===== src/rtl/memoria_pkg.sv =====
// Shared widths, FSM encoding and latency-counter helpers for the memoria ROM arbiter.
package memoria_pkg;

   localparam int unsigned ADDR_W_DEF = 11;
   localparam int unsigned DATA_W_DEF = 8;
   localparam int unsigned CNT_W      = 3;
   localparam int unsigned RD_LAT_MAX = (1 << CNT_W) - 1;

   typedef enum logic [1:0] {
      ST_IDLE = 2'd0,
      ST_WAIT = 2'd1,
      ST_CAPT = 2'd2
   } state_t;

   typedef logic [CNT_W-1:0] cnt_t;

   // Latency load value, clamped into the legal 1..RD_LAT_MAX window.
   function automatic cnt_t lat_load(input int unsigned lat);
      if (lat < 1) begin
         return cnt_t'(1);
      end
      if (lat > RD_LAT_MAX) begin
         return cnt_t'(RD_LAT_MAX);
      end
      return cnt_t'(lat);
   endfunction

endpackage


===== src/rtl/memoria_arb_sel.sv =====
// Winner selection for the two ROM requesters.
// With MEMORIA_ARB_FIXED_PRIO_EN defined, requester 0 wins every tie and rlast is ignored.
module memoria_arb_sel (
   input  logic ireq0,
   input  logic ireq1,
   input  logic rlast,
   output logic winner_c,
   output logic any_req_c
);

   assign any_req_c = ireq0 | ireq1;

`ifdef MEMORIA_ARB_FIXED_PRIO_EN
   logic unused_rlast_c;

   assign unused_rlast_c = rlast;
   assign winner_c       = ireq1 & ~ireq0;
`else
   // A tie goes to whoever was not granted last; a lone requester always wins.
   always_comb begin
      winner_c = 1'b0;
      if (ireq0 && ireq1) begin
         winner_c = ~rlast;
      end else if (ireq1) begin
         winner_c = 1'b1;
      end
   end
`endif

endmodule


===== src/rtl/memoria_arb.sv =====
// memoria_arb: arbitrates two requesters onto one fixed-latency ROM and returns the data.
// Build option: MEMORIA_ARB_FIXED_PRIO_EN selects fixed priority (requester 0) instead of round-robin.
module memoria_arb
   import memoria_pkg::*;
#(
   parameter int unsigned ADDR_W = ADDR_W_DEF,
   parameter int unsigned DATA_W = DATA_W_DEF,
   parameter int unsigned RD_LAT = 1
) (
   input  logic              iclk,
   input  logic              irst_n,
   input  logic              ireq0,
   input  logic              ireq1,
   input  logic [ADDR_W-1:0] ivaddr0,
   input  logic [ADDR_W-1:0] ivaddr1,
   output logic              ogrant0,
   output logic              ogrant1,
   output logic              ovalid0,
   output logic              ovalid1,
   output logic [DATA_W-1:0] ovdata,
   output logic [ADDR_W-1:0] ovrom_addr,
   input  logic [DATA_W-1:0] ivrom_data
);

   localparam cnt_t LAT_LOAD = lat_load(RD_LAT);

   state_t state;
   cnt_t   cnt;
   logic   rlast;
   logic   winner_c;
   logic   any_req_c;

   memoria_arb_sel u_sel (
      .ireq0     (ireq0),
      .ireq1     (ireq1),
      .rlast     (rlast),
      .winner_c  (winner_c),
      .any_req_c (any_req_c)
   );

   // rlast is the last granted requester and therefore also the owner of the read in flight.
   always_ff @(posedge iclk or negedge irst_n) begin
      if (!irst_n) begin
         state      <= ST_IDLE;
         cnt        <= '0;
         rlast      <= 1'b1;
         ogrant0    <= 1'b0;
         ogrant1    <= 1'b0;
         ovalid0    <= 1'b0;
         ovalid1    <= 1'b0;
         ovdata     <= '0;
         ovrom_addr <= '0;
      end else begin
         ogrant0 <= 1'b0;
         ogrant1 <= 1'b0;
         ovalid0 <= 1'b0;
         ovalid1 <= 1'b0;
         case (state)
            ST_IDLE: begin
               if (any_req_c) begin
                  ovrom_addr <= winner_c ? ivaddr1 : ivaddr0;
                  ogrant0    <= ~winner_c;
                  ogrant1    <= winner_c;
                  rlast      <= winner_c;
                  cnt        <= LAT_LOAD;
                  state      <= ST_WAIT;
               end
            end
            ST_WAIT: begin
               // Stop at zero so a bad load can never wrap the counter.
               if (cnt <= cnt_t'(1)) begin
                  cnt   <= '0;
                  state <= ST_CAPT;
               end else begin
                  cnt <= cnt - cnt_t'(1);
               end
            end
            ST_CAPT: begin
               ovdata  <= ivrom_data;
               ovalid0 <= ~rlast;
               ovalid1 <= rlast;
               state   <= ST_IDLE;
            end
            default: begin
               state <= ST_IDLE;
            end
         endcase
      end
   end

endmodule


===== config.mk =====
export PLATFORM = sky130hd
export DESIGN_NAME = memoria_arb
export DESIGN_NICKNAME = d
export VERILOG_FILES = /design/src/rtl/memoria_pkg.sv /design/src/rtl/memoria_arb_sel.sv /design/src/rtl/memoria_arb.sv
export SDC_FILE = /design/constraint.sdc
export NUM_CORES = 1
export LEC_CHECK = 0
export CORE_UTILIZATION = 37
export DETAILED_ROUTE_END_ITERATION = 16
export GPL_ROUTABILITY_DRIVEN = 0
export PLACE_DENSITY = 0.86
export SLEW_MARGIN = 25
export SYNTH_ARGS = -nofsm -noshare
export SYNTH_HDL_FRONTEND = slang
export SYNTH_HIERARCHICAL = 1
export SYNTH_SLANG_ARGS = --single-unit
export TNS_END_PERCENT = 20

===== constraint.sdc =====
create_clock -name iclk -period 1.43 [get_ports iclk]
set_input_delay 0.143 -clock iclk [delete_from_list [all_inputs] [get_ports iclk]]
set_output_delay 0.143 -clock iclk [all_outputs]
set_load 0.05 [all_outputs]

==> metrics.md <==
| Metric | Value |
|---|---|
| Crit path cell chain | `inv_2 -> ha_4 -> nand2_2 -> or4_4 -> o311ai_2` |
| Setup crit end kind | `register` |
| Met1 usage | `around 18%` |
| Period utilization | `101%` |
| Die X | `61.2 um` |
| Slowest CP cell | `or4_4` |
| Met2 Use GR | `32.9%` |
| Fillers | `294` |
| Clock-pin transition on the worst setup and hold timing paths | `0.09 ns` |
| Num CTS Buffers | `5` |
| Max Root-Sink Buffers | `2` |
| IO Pins | `57` |
| Comb pwr share | `about three fifths` |
| Total Die Area | `between 3000 and 4000 um2` |
| PwrDens | `around 2500 nW/um2` |
| Cell taking the most area after synthesis | `dfrtp_1` |
| Sequential share of the synthesized area | `a little under three fifths` |
| Synth area leaders | `dfrtp_1 (54%), mux2i_1 (8.5%), mux2_2 (7.0%)` |
| Top Usage Layer GRT | `met2` |
| Cell Area, Placed | `1880 um2` |
| Core area | `3340 um2` |
| N_diodes | `0` |
| Post-CTS Hold Buffers | `0` |
| Period minus WS final | `1.44 ns` |
| Post-synth top cells | `dfrtp_1 (28), nor2_1 (13), mux2i_1 (11), a21oi_2 (8), mux2_2 (8)` |
| Initial core utilization | `38.8%` |
| Hold Path Class | `primary input to asynchronous set/reset pin` |
| Final Hold Violating Endpoints | `0` |
| Critical path fanouts, max | `4` |
| Final worst slack | `-0.0146 ns` |
| Ys flop type | `dfrtp_1` |
| Failing checks | `negative setup slack` |
| CP Launch Type | `register` |
| Cells after Synth | `104` |
| Starting DRT DRC Count | `14` |
| Chip height | `61.2 um` |
| Switching share of power | `~48%` |
| Syn_nets | `between 100 and 150` |
| Number of synthesized register bits | `29` |
| Cell area after synthesis | `1290 um2` |
| GRT Total Usage | `17.8%` |
| Synth Area per Inst | `around 12 um2` |
| Post-route DRC | `0` |
| Status | `finished with violations` |
| Synth warn | `6` |
| H-tree Lvls | `2` |
| Layout overhead on the synthesized area | `55.1%` |
| Final Core Density | `between 60% and 70%` |
| Antenna-violating nets left | `0` |
| Per-cell routed wire length | `roughly 13 um` |
| First-pass GRT wire length | `4640 um` |
| Setup Viol. Count Final | `1` |
| Congestion Overflow GR | `0` |
| Largest net degree at the start of global routing | `19` |
| Row count | `21` |
| Antenna violations before repair | `0` |
| Vias in the first global route | `1104` |
| First drt pass iteration count | `4` |
| Clk Latency, worst-skew pair | `~0.33 ns` |
| Max transition margin | `71.4%` |
| M3 GR Usage | `7.77%` |
| HPWL after DPL | `2350 um` |
| Count leader, synth | `dfrtp_1` |
| Fin Hold WS | `between 0.1 and 0.15 ns` |
| Cells after DPL | `between 200 and 250` |
| Power share of the sequential group | `between 30% and 40%` |
| I/O Buffers | `56` |
| CP required | `1.66 ns` |
| Max Cap Viol | `0` |
| Yosys cell types | `26` |
| TritonCTS clock tree | `built` |
| Clk sinks | `29` |
| Fin area | `2010 um2` |
| Layout cells sized above 1 | `38.9%` |
| Top cell family by delay on the critical path | `simple AND/OR/NAND/NOR gates` |
| Achievable frequency | `0.692 GHz` |
| CP Buf/Inv Count | `1` |
| Worst Clk Skew | `0.00720 ns` |
| Number of synthesized flops with an enable pin | `0` |
| Max incr delay on CP | `0.51 ns` |
| CTS root buffer | `clkbuf_4` |
| Leak pwr | `between 0.8 and 0.9 nW` |
| Routed WL | `slightly below 3000 um` |
| Vias per cell | `4.81` |
| Cell-internal power | `0.00258 W` |
| Async set or reset register ratio after synthesis | `100%` |
| Sw Pwr | `0.00236 W` |
| Worst-margin pin slew | `0.428 ns` |
| RSZ-0062 raised after global routing | `true` |
| Crit path kind | `register to register` |
| Layout Nets | `210` |
| Final Power | `0.00494 W` |
| Fin cells | `221` |
| VDD IR max | `1030 uV` |
| Clock power share | `between 10% and 20%` |
| Slew Limit Fails | `0` |
| Crit path arrival time | `1.67 ns` |
| Vias | `1062` |
| Post-synth top area share | `54.1%` |
-- cell families (layout without fill, tap and decap cells) --
kind of cell	after synthesis	in the layout	share of synthesized area, %
buffers and inverters	9	80	4.35
DFF	29	29	56.1
muxes	19	19	15.5
AOI/OAI and AO/OA	20	20	11.8
and+or+nand+nor	25	25	10.3
adders and majority gates	2	2	1.93
-- stage by stage --
step	setup WS (ns)	TNS (ns)
finish	-0.0146	-0.0146
global route	-0.0427	-0.0427
CTS	0.0126	0
detailed placement	-0.0858	-0.516
global placement	-0.0418	-0.293
floorplan	0.0610	0
-- state kept, by name, summed over array words and instances (netlist names) --
register / flops
state: 2
ogrant1: 1
ovrom_addr: 11
cnt: 3
ovdata: 8
ovalid0: 1
rlast: 1
ogrant0: 1
ovalid1: 1
-- worst paths after layout --
path                                from   endpoint  slack [ns]  cells past startpoint
min reg2reg                    ovdata[7]  ovdata[7]        0.52                      1
max                               cnt[0]     cnt[2]       -0.01                      5
max reg2reg                       cnt[0]     cnt[2]       -0.01                      5
max in group asynchronous         irst_n   state[0]        0.85                      2
min in group iclk          ivrom_data[4]  ovdata[4]        0.43                      2
min                               irst_n    ovalid0        0.11                      1
-- cells in the final DEF (no fill, tap or decap), types with 2 or more instances in the layout --
cell	count
nor2_1	13
and2_1	2
mux2i_1	11
a21oi_2	8
inv_1	4
clkbuf_4	5
a21oi_1	4
nand2_1	2
buf_4	33
mux2_2	8
dfrtp_1	28
o21bai_1	2
nand2_2	2
clkdlybuf4s50_1	33
-- layout make-up --
type / instances / area (um2) / area share, %
flip-flops and latches: 29 / 727 / 36.2
inverters: 5 / 18.8 / 0.935
repair buffers: 67 / 598 / 29.8
well taps: 46 / 57.6 / 2.87
multi-input cells: 66 / 544 / 27.1
clock buffers: 7 / 55.1 / 2.74
clock inverters: 1 / 7.51 / 0.374
-- metal layers --
metal | vias up | part of all wire (%)
met5 | - | 0
met4 | 0 | 1.8
met3 | 9 | 7.6
met2 | 56 | 54
met1 | 496 | 37
li1 | 501 | -
-- power groups by stage --
stage | combinational (W) | clock [W] | sequential [W]
2_1_floorplan | 0.000917 | 0 | 0.00247
3_3_place_gp | 0.00266 | 0 | 0.00146
3_5_place_dp | 0.00275 | 0 | 0.00149
4_1_cts | 0.00288 | 0.000528 | 0.00148
5_1_grt | 0.00310 | 0.000583 | 0.00153
6_report | 0.00293 | 0.000523 | 0.00148
-- what timing repair did --
action | 4_1_cts | 5_1_grt
buffers inserted | 2 | 3
gates resized for setup | 7 | 1
setup endpoints to repair | 1 | 1
cloned | 0 | 0
pin swaps | 3 | 2
No activity file was read; power rests on OpenSTA's default activity.
